`config.mk`:
```
export PLATFORM = sky130hd
export DESIGN_NAME = ddr2_app_sequencer
export DESIGN_NICKNAME = d
export VERILOG_FILES = /design/src/rtl/ddr2_app_sequencer.sv
export SDC_FILE = /design/constraint.sdc
export NUM_CORES = 2
export LEC_CHECK = 0
export ABC_AREA = 1
export CORE_AREA = 2 2 352 354
export CTS_BUF_LIST = sky130_fd_sc_hd__clkbuf_8
export CTS_CLUSTER_SIZE = 12
export DETAILED_ROUTE_END_ITERATION = 10
export DIE_AREA = 0 0 354 356
export GPL_TIMING_DRIVEN = 1
export PLACE_DENSITY = 0.46
export SLEW_MARGIN = 20
export SYNTH_ARGS = -nofsm -noshare
export SYNTH_HDL_FRONTEND = slang
export SYNTH_SLANG_ARGS = --single-unit
export TNS_END_PERCENT = 10
```
`constraint.sdc`:
```
create_clock -name clk0 -period 4.5 [get_ports clk0]
set_input_delay 0.9 -clock clk0 [delete_from_list [all_inputs] [get_ports clk0]]
set_output_delay 0.9 -clock clk0 [all_outputs]
set_load 0.02 [all_outputs]
```
`src/rtl/ddr2_app_sequencer.sv`:
```
// Single-request sequencer between a simple user port and the MIG DDR2 user interface.
// States: IDLE accept | WR_A addr+beat0 | WR_B beat1 | RD_A read cmd | RD_WAIT collect beats or time out
module ddr2_app_sequencer #(
  parameter int APPDATA_WIDTH = 128,
  parameter int RD_TIMEOUT    = 255
) (
  input  logic                          clk0,
  input  logic                          rst0,
  input  logic                          phy_init_done,
  input  logic                          usr_req,
  input  logic                          usr_we,
  input  logic [30:0]                   usr_addr,
  input  logic [2*APPDATA_WIDTH-1:0]    usr_wdata,
  input  logic [2*APPDATA_WIDTH/8-1:0]  usr_wmask,
  output logic                          usr_ready,
  output logic [2*APPDATA_WIDTH-1:0]    usr_rdata,
  output logic                          usr_rvalid,
  output logic                          usr_rd_timeout,
  input  logic                          app_af_afull,
  input  logic                          app_wdf_afull,
  output logic                          app_af_wren,
  output logic [2:0]                    app_af_cmd,
  output logic [30:0]                   app_af_addr,
  output logic                          app_wdf_wren,
  output logic [APPDATA_WIDTH-1:0]      app_wdf_data,
  output logic [APPDATA_WIDTH/8-1:0]    app_wdf_mask_data,
  input  logic                          rd_data_valid,
  input  logic [APPDATA_WIDTH-1:0]      rd_data_fifo_out
);

  localparam int W  = APPDATA_WIDTH;
  localparam int DW = 2 * APPDATA_WIDTH;
  localparam int BW = APPDATA_WIDTH / 8;
  localparam int MW = 2 * BW;
  localparam logic [15:0] TIMEOUT_TC = 16'(RD_TIMEOUT);

  typedef enum logic [2:0] {IDLE, WR_A, WR_B, RD_A, RD_WAIT} state_t;

  state_t          state_q, state_d;
  logic            usr_ready_q, usr_ready_d;
  logic            usr_rvalid_q, usr_rvalid_d;
  logic            usr_rd_timeout_q, usr_rd_timeout_d;
  logic [DW-1:0]   usr_rdata_q, usr_rdata_d;
  logic            app_af_wren_q, app_af_wren_d;
  logic [2:0]      app_af_cmd_q, app_af_cmd_d;
  logic [30:0]     app_af_addr_q, app_af_addr_d;
  logic            app_wdf_wren_q, app_wdf_wren_d;
  logic [W-1:0]    app_wdf_data_q, app_wdf_data_d;
  logic [BW-1:0]   app_wdf_mask_q, app_wdf_mask_d;
  logic [30:0]     addr_q, addr_d;
  logic [DW-1:0]   wdata_q, wdata_d;
  logic [MW-1:0]   wmask_q, wmask_d;
  logic            beat_q, beat_d;
  logic [15:0]     tmo_q, tmo_d;
  logic            accept;

  assign accept = usr_req && usr_ready_q;

  always_comb begin
    state_d          = state_q;
    usr_rvalid_d     = 1'b0;
    usr_rd_timeout_d = usr_rd_timeout_q;
    usr_rdata_d      = usr_rdata_q;
    app_af_wren_d    = 1'b0;
    app_af_cmd_d     = app_af_cmd_q;
    app_af_addr_d    = app_af_addr_q;
    app_wdf_wren_d   = 1'b0;
    app_wdf_data_d   = app_wdf_data_q;
    app_wdf_mask_d   = app_wdf_mask_q;
    addr_d           = addr_q;
    wdata_d          = wdata_q;
    wmask_d          = wmask_q;
    beat_d           = beat_q;
    tmo_d            = tmo_q;
    case (state_q)
      IDLE: begin
        if (accept) begin
          addr_d  = {usr_addr[30:2], 2'b00};
          wdata_d = usr_wdata;
          wmask_d = usr_wmask;
          state_d = usr_we ? WR_A : RD_A;
        end
      end
      WR_A: begin
        // Address and beat 0 go out together so data never leads its command.
        if (!app_af_afull && !app_wdf_afull) begin
          app_af_wren_d  = 1'b1;
          app_af_cmd_d   = 3'b000;
          app_af_addr_d  = addr_q;
          app_wdf_wren_d = 1'b1;
          app_wdf_data_d = wdata_q[W-1:0];
          app_wdf_mask_d = wmask_q[BW-1:0];
          state_d        = WR_B;
        end
      end
      WR_B: begin
        if (!app_wdf_afull) begin
          app_wdf_wren_d = 1'b1;
          app_wdf_data_d = wdata_q[DW-1:W];
          app_wdf_mask_d = wmask_q[MW-1:BW];
          state_d        = IDLE;
        end
      end
      RD_A: begin
        if (!app_af_afull) begin
          app_af_wren_d = 1'b1;
          app_af_cmd_d  = 3'b001;
          app_af_addr_d = addr_q;
          beat_d        = 1'b0;
          tmo_d         = 16'd0;
          state_d       = RD_WAIT;
        end
      end
      RD_WAIT: begin
        tmo_d = tmo_q + 16'd1;
        if (rd_data_valid) begin
          if (!beat_q) begin
            usr_rdata_d[W-1:0] = rd_data_fifo_out;
            beat_d             = 1'b1;
          end else begin
            usr_rdata_d[DW-1:W] = rd_data_fifo_out;
            usr_rvalid_d        = 1'b1;
            state_d             = IDLE;
          end
        end
        // A completing second beat wins over a coincident timeout.
        if (!(rd_data_valid && beat_q) && (tmo_d == TIMEOUT_TC)) begin
          usr_rd_timeout_d = 1'b1;
          state_d          = IDLE;
        end
      end
      default: state_d = IDLE;
    endcase
    usr_ready_d = (state_q == IDLE) && phy_init_done && !accept;
  end

  always_ff @(posedge clk0) begin
    if (rst0) begin
      state_q          <= IDLE;
      usr_ready_q      <= 1'b0;
      usr_rvalid_q     <= 1'b0;
      usr_rd_timeout_q <= 1'b0;
      usr_rdata_q      <= '0;
      app_af_wren_q    <= 1'b0;
      app_af_cmd_q     <= 3'b000;
      app_af_addr_q    <= '0;
      app_wdf_wren_q   <= 1'b0;
      app_wdf_data_q   <= '0;
      app_wdf_mask_q   <= '0;
      addr_q           <= '0;
      wdata_q          <= '0;
      wmask_q          <= '0;
      beat_q           <= 1'b0;
      tmo_q            <= '0;
    end else begin
      state_q          <= state_d;
      usr_ready_q      <= usr_ready_d;
      usr_rvalid_q     <= usr_rvalid_d;
      usr_rd_timeout_q <= usr_rd_timeout_d;
      usr_rdata_q      <= usr_rdata_d;
      app_af_wren_q    <= app_af_wren_d;
      app_af_cmd_q     <= app_af_cmd_d;
      app_af_addr_q    <= app_af_addr_d;
      app_wdf_wren_q   <= app_wdf_wren_d;
      app_wdf_data_q   <= app_wdf_data_d;
      app_wdf_mask_q   <= app_wdf_mask_d;
      addr_q           <= addr_d;
      wdata_q          <= wdata_d;
      wmask_q          <= wmask_d;
      beat_q           <= beat_d;
      tmo_q            <= tmo_d;
    end
  end

  assign usr_ready         = usr_ready_q;
  assign usr_rvalid        = usr_rvalid_q;
  assign usr_rd_timeout    = usr_rd_timeout_q;
  assign usr_rdata         = usr_rdata_q;
  assign app_af_wren       = app_af_wren_q;
  assign app_af_cmd        = app_af_cmd_q;
  assign app_af_addr       = app_af_addr_q;
  assign app_wdf_wren      = app_wdf_wren_q;
  assign app_wdf_data      = app_wdf_data_q;
  assign app_wdf_mask_data = app_wdf_mask_q;

endmodule

```
Word level (Yosys, flattened, before mapping)
Cells that the tools add are included.
W data, S select, Z words.
{ "word_totals": {"regBits": 776, "input_bits": 455, "output_inout_bits": 439, "wordCells": 89} }
{ "classes": {"n_addsub": 1, "n_eq_ne": 12, "n_mux": 32, "bitwise_logic": 3, "n_reduce_logical": 24} }
{ "op_table": {"columns": ["operator", "count"], "rows": [
  ["$mux W128", 2],
  ["$pmux W128 S2", 1],
  ["$pmux W16 S2", 2],
  ["$mux W31", 2],
  ["$pmux W31 S2", 1],
  ["$mux W16", 3],
  ["$mux W3", 9],
  ["$add A16 B1 Y16 const B", 1],
  ["$eq A16 B8 Y1 const B", 1],
  ["$pmux W3 S5", 1],
  ["$reduce_and A3 Y1", 5],
  ["$ne A2 B2 Y1 const B", 5],
  ["$eq A3 B2 Y1 const B", 2],
  ["$logic_and A1 B1 Y1", 6],
  ["$mux W1", 6],
  ["$ne A3 B3 Y1 const B", 2],
  ["$pmux W1 S2", 3],
  ["$pmux W3 S2", 1],
  ["$reduce_and A2 Y1", 3],
  ["$reduce_and A6 Y1", 1],
  ["$reduce_bool A2 Y1", 3],
  ["$logic_not A1 Y1", 4],
  ["$eq A3 B1 Y1 const B", 1],
  ["$eq A3 B3 Y1 const B", 1],
  ["4 further kinds", 6]
]} }

Depth between registers and ports, before layout
{ "logic_depth": {"ltp_word": 5, "mapped_depth": 13, "depth_no_buf": 13} }

Worst setup path before layout
OpenSTA, ideal clock, no wires.
{ "synth_path": {"path_kind": "in2reg", "from": "in rst0", "to": "reg app_wdf_data_q[100] (netlist: app_wdf_data[100])", "setup_ns": 0.074, "arrival_time_ns": 1.883, "required_ns": 4.426, "setup_slack_ns": 2.543, "path_stages": 6, "path_buffers": 3, "cell_sequence": "clkbuf_1 > inv_2 > clkbuf_1 > clkbuf_1 > o21ai_0 > a31oi_1"} }
{ "synth_rtl": {"columns": ["element", "line_no", "text"], "rows": [
  ["start: declaration", "8", "input logic rst0,"],
  ["end signal: assignment", "165", "app_wdf_data_q <= app_wdf_data_d;"],
  ["end: declaration", "48", "logic [W-1:0] app_wdf_data_q, app_wdf_data_d;"]
]} }

Final worst setup path
{ "layout_path": {"from": "reg state_q[0]", "to": "reg app_wdf_data_q[20] (netlist: app_wdf_data[20])"} }
{ "layout_between": {"elab_chain_cells": 3, "elab_cells_between_ends": 7, "classes_between": "eq/ne (4); mux (1); reduce/logical (2)"} }
{ "layout_rtl": {"columns": ["element", "line_no", "text"], "rows": [
  ["start: declaration", "39", "state_t state_q, state_d;"],
  ["start signal: assignment", "156", "state_q <= state_d;"],
  ["$eq A3 B1 Y1 / $eq A3 B2 Y1 (equally long branches)", "75", "case (state_q)"],
  ["$ne A2 B2 Y1 (no source line) / $reduce_bool A2 Y1 (equally long branches)", null, null],
  ["$reduce_and A3 Y1 (no source line)", null, null]
]} }
Parallel ways exist; a longest one is shown, timed or not.
A chain may end at the register's enable or synchronous reset.

==> flow_summary.toml <==
[cells_and_area]
layout.nets = 4911
multiInputGateArea_um2 = 11300
n_fill_cell = 13200
seqCellArea_um2 = 15500
drive_gt1_share_pct = 5.80
area_delta_synth_final_pct = 46.3
post-route-util_pct = 33.6

[clocking]
root_buffer = "clkbuf_8"
clock_latency_ns = 0.85
htreeDepth = 4
cts_hold_buffers = 0
numCtsBuffers = 150
cts.repair.resized = 0
post_cts_buffers = 0
cts_tree = "yes"
clkTransAtPathRegs_ns = 0.05
clockBufferDepth = 3
cts_sinks = 772

[route]
drt_first_pass_iters = 5
drcViolationCount = 0
wl_per_cell_um = 19.5
num_vias = 27500
wl_mm = 121
antenna_left = 0
drtIter0Drc = 1762
via_per_inst = 4.43

[critical_path]
crit_path_max_incr_delay_ns = 0.41
critPathLaunchType = "register"
worst_r2r_path_depth = 8
path_depth = 8
endpoint_kind = "register"
worstPathRequired_ns = 5.26
crit_chain = "nor2_2 > nand2_8 > inv_6 > nand2_1 > nand2_8 > buf_4 > o21ai_0 > a31oi_1"
critPathArrivalTime_ns = 3.77
cp_num_buf_inv = 2
cp_max_fo = 102
cp_top_family = "simple AND/OR/NAND/NOR gates"
crit_top_cell = "nand2_8"
cp_slowest_cell = "inv_6"
crit_type = "register to register"

[synthesis]
synth_top_flop_cell = "dfxtp_1"
yosys-top-cells-count = "921 x nor2_1, 772 x dfxtp_1, 608 x o21ai_0, 497 x nand2_1, 180 x clkbuf_1"
synth.area.top_cells = "dfxtp_1 55%, nor2_1 12%, o21ai_0 11%, nand2_1 6.6%, a31oi_1 3.2%"
yosysSeqAreaShare_pct = 54.8
synthDistinctLibCells = 32
synth-async-reset-ratio_pct = 0
synth-seq-cells = 772
synth_warnings = 0
synthMostInstantiatedCell = "nor2_1"
synth_edf_count = 0
synth_top_area_cell = "dfxtp_1"
synth_cells = 3670
syn_area_um2 = 28200
synth.top_cell.area_share_pct = 54.8
synth_area_per_cell_um2 = 7.68

[die]
die_h_um = 356
io_pins = 894
core_um2 = 123000
start_util_pct = 23.0
rows = 129
die_area_um2 = 126000
fp.dieW_um = 354

[grt]
grt_pass1_wl_mm = 175
grt-ovfl-total = 0
grt_pass1_vias = 26100
antenna_found_initial = 40
track_usage_pct = 18.4
grt_max_degree = 165

[sta]
fin_worst_skew_ns = 0.0333
tightest_slew_ns = 1.06
fin_crit_sh_pct = 66.9
grt_setup_unrepaired = "false"
tns_ns = 0
maxSlewViolCount = 0
setup_violations = 0
min_period_ns = 3.01
max_freq_mhz = 332
slew_headroom_pct = 29.2
hold_viol = 0

[power_and_ir_drop]
pwr_density_cell_nw_per_um2 = 383
leakage_nw = 15.7
peakVddDrop_v = 0.000263

[placement]
port_buffers = 887
hpwl_mm = 79.7
place.gp.congestion = 0.883

[outcome]
outcome = "finished clean"

[worst_hold_path]
min_path_type = "register to register"
hold_depth = 2

[job]
cap_viol_max_count = 0
==> state kept, by name, summed over array words and instances (netlist names) <==
signal and cells:
app_af_wren 1, app_af_addr 29, wmask_q 32, usr_rdata 256
usr_ready 1, usr_rd_timeout 1, app_wdf_mask_data 16, wdata_q 256
tmo_q 16, app_wdf_data 128, addr_q 29, app_af_cmd 1
app_wdf_wren 1, beat_q 1, usr_rvalid 1, state_q 3
==> through the flow <==
step	power (mW)	cell area [µm²]	hold slack, ns	instances	setup slack (ns)
finish	15.8	41200	0.441	6214	1.49
global route	16.6	41200	0.453	6208	1.15
CTS	16.1	41200	0.442	6192	1.39
detailed placement	9.25	38400	0.435	5939	1.38
global placement	9.25	38400	0.432	5939	1.40
floorplan	8.23	28200	0.453	3673	2.54
==> cells in the final DEF (no fill, tap or decap), drive strengths merged, types with 5 or more instances in the layout <==
master / count
inv: 128
a21oi: 178
clkinv: 5
nor2: 928
clkbuf: 177
nand3: 145
diode: 22
nand2: 503
clkdlybuf4s50: 886
dfxtp: 772
a31oi: 144
o21ai: 623
buf: 43
==> layer usage <==
metal	vias up	track usage [%]	share of wire (%)
met5	-	0	0.23
met1	12800	21.9	42
met3	238	6.57	7.6
met2	776	30.2	48
li1	13700	-	-
met4	42	7.22	2.9
==> power by group <==
group / internal (mW) / switching (mW) / leakage [nW]
logic: 0.787 / 0.987 / 7.75
registers: 7.16 / 0.152 / 6.26
clock network: 3.54 / 3.15 / 1.65
total: 11.5 / 4.29 / 15.7
==> area by class of cell <==
cell class / count / area share (%)
clock inverters: 76 / 0.820
well taps: 1637 / 4.97
repair buffers: 929 / 22.7
flip-flops and latches: 772 / 37.5
multi-input cells: 2541 / 27.3
inverters: 60 / 0.607
diodes: 22 / 0.134
clock buffers: 177 / 5.91
==> cells by family after synthesis <==
family	synth area share [%]
flops	54.8
other cells	0.0133
compound gates	17.5
fa+ha+maj	0.0888
xor+xnor	0.0311
buf+inv	5.41
simple gates	22.1
==> final timing paths <==
path / slack, ns / end / startpoint
min reg2reg: 0.44 / app_af_addr[2] / app_af_addr[2]
max reg2reg: 1.49 / app_wdf_data[20] / state_q[0]
max: 1.49 / app_wdf_data[20] / state_q[0]
min: 0.44 / app_af_addr[2] / app_af_addr[2]
==> worst min-delay path: cells and delay by family, from the launching register on <==
family	cells	cell delay [ns]
flops	1	0.30
buf+inv	1	0.05
compound gates	1	0.05
No activity file was read; power rests on OpenSTA's default activity.
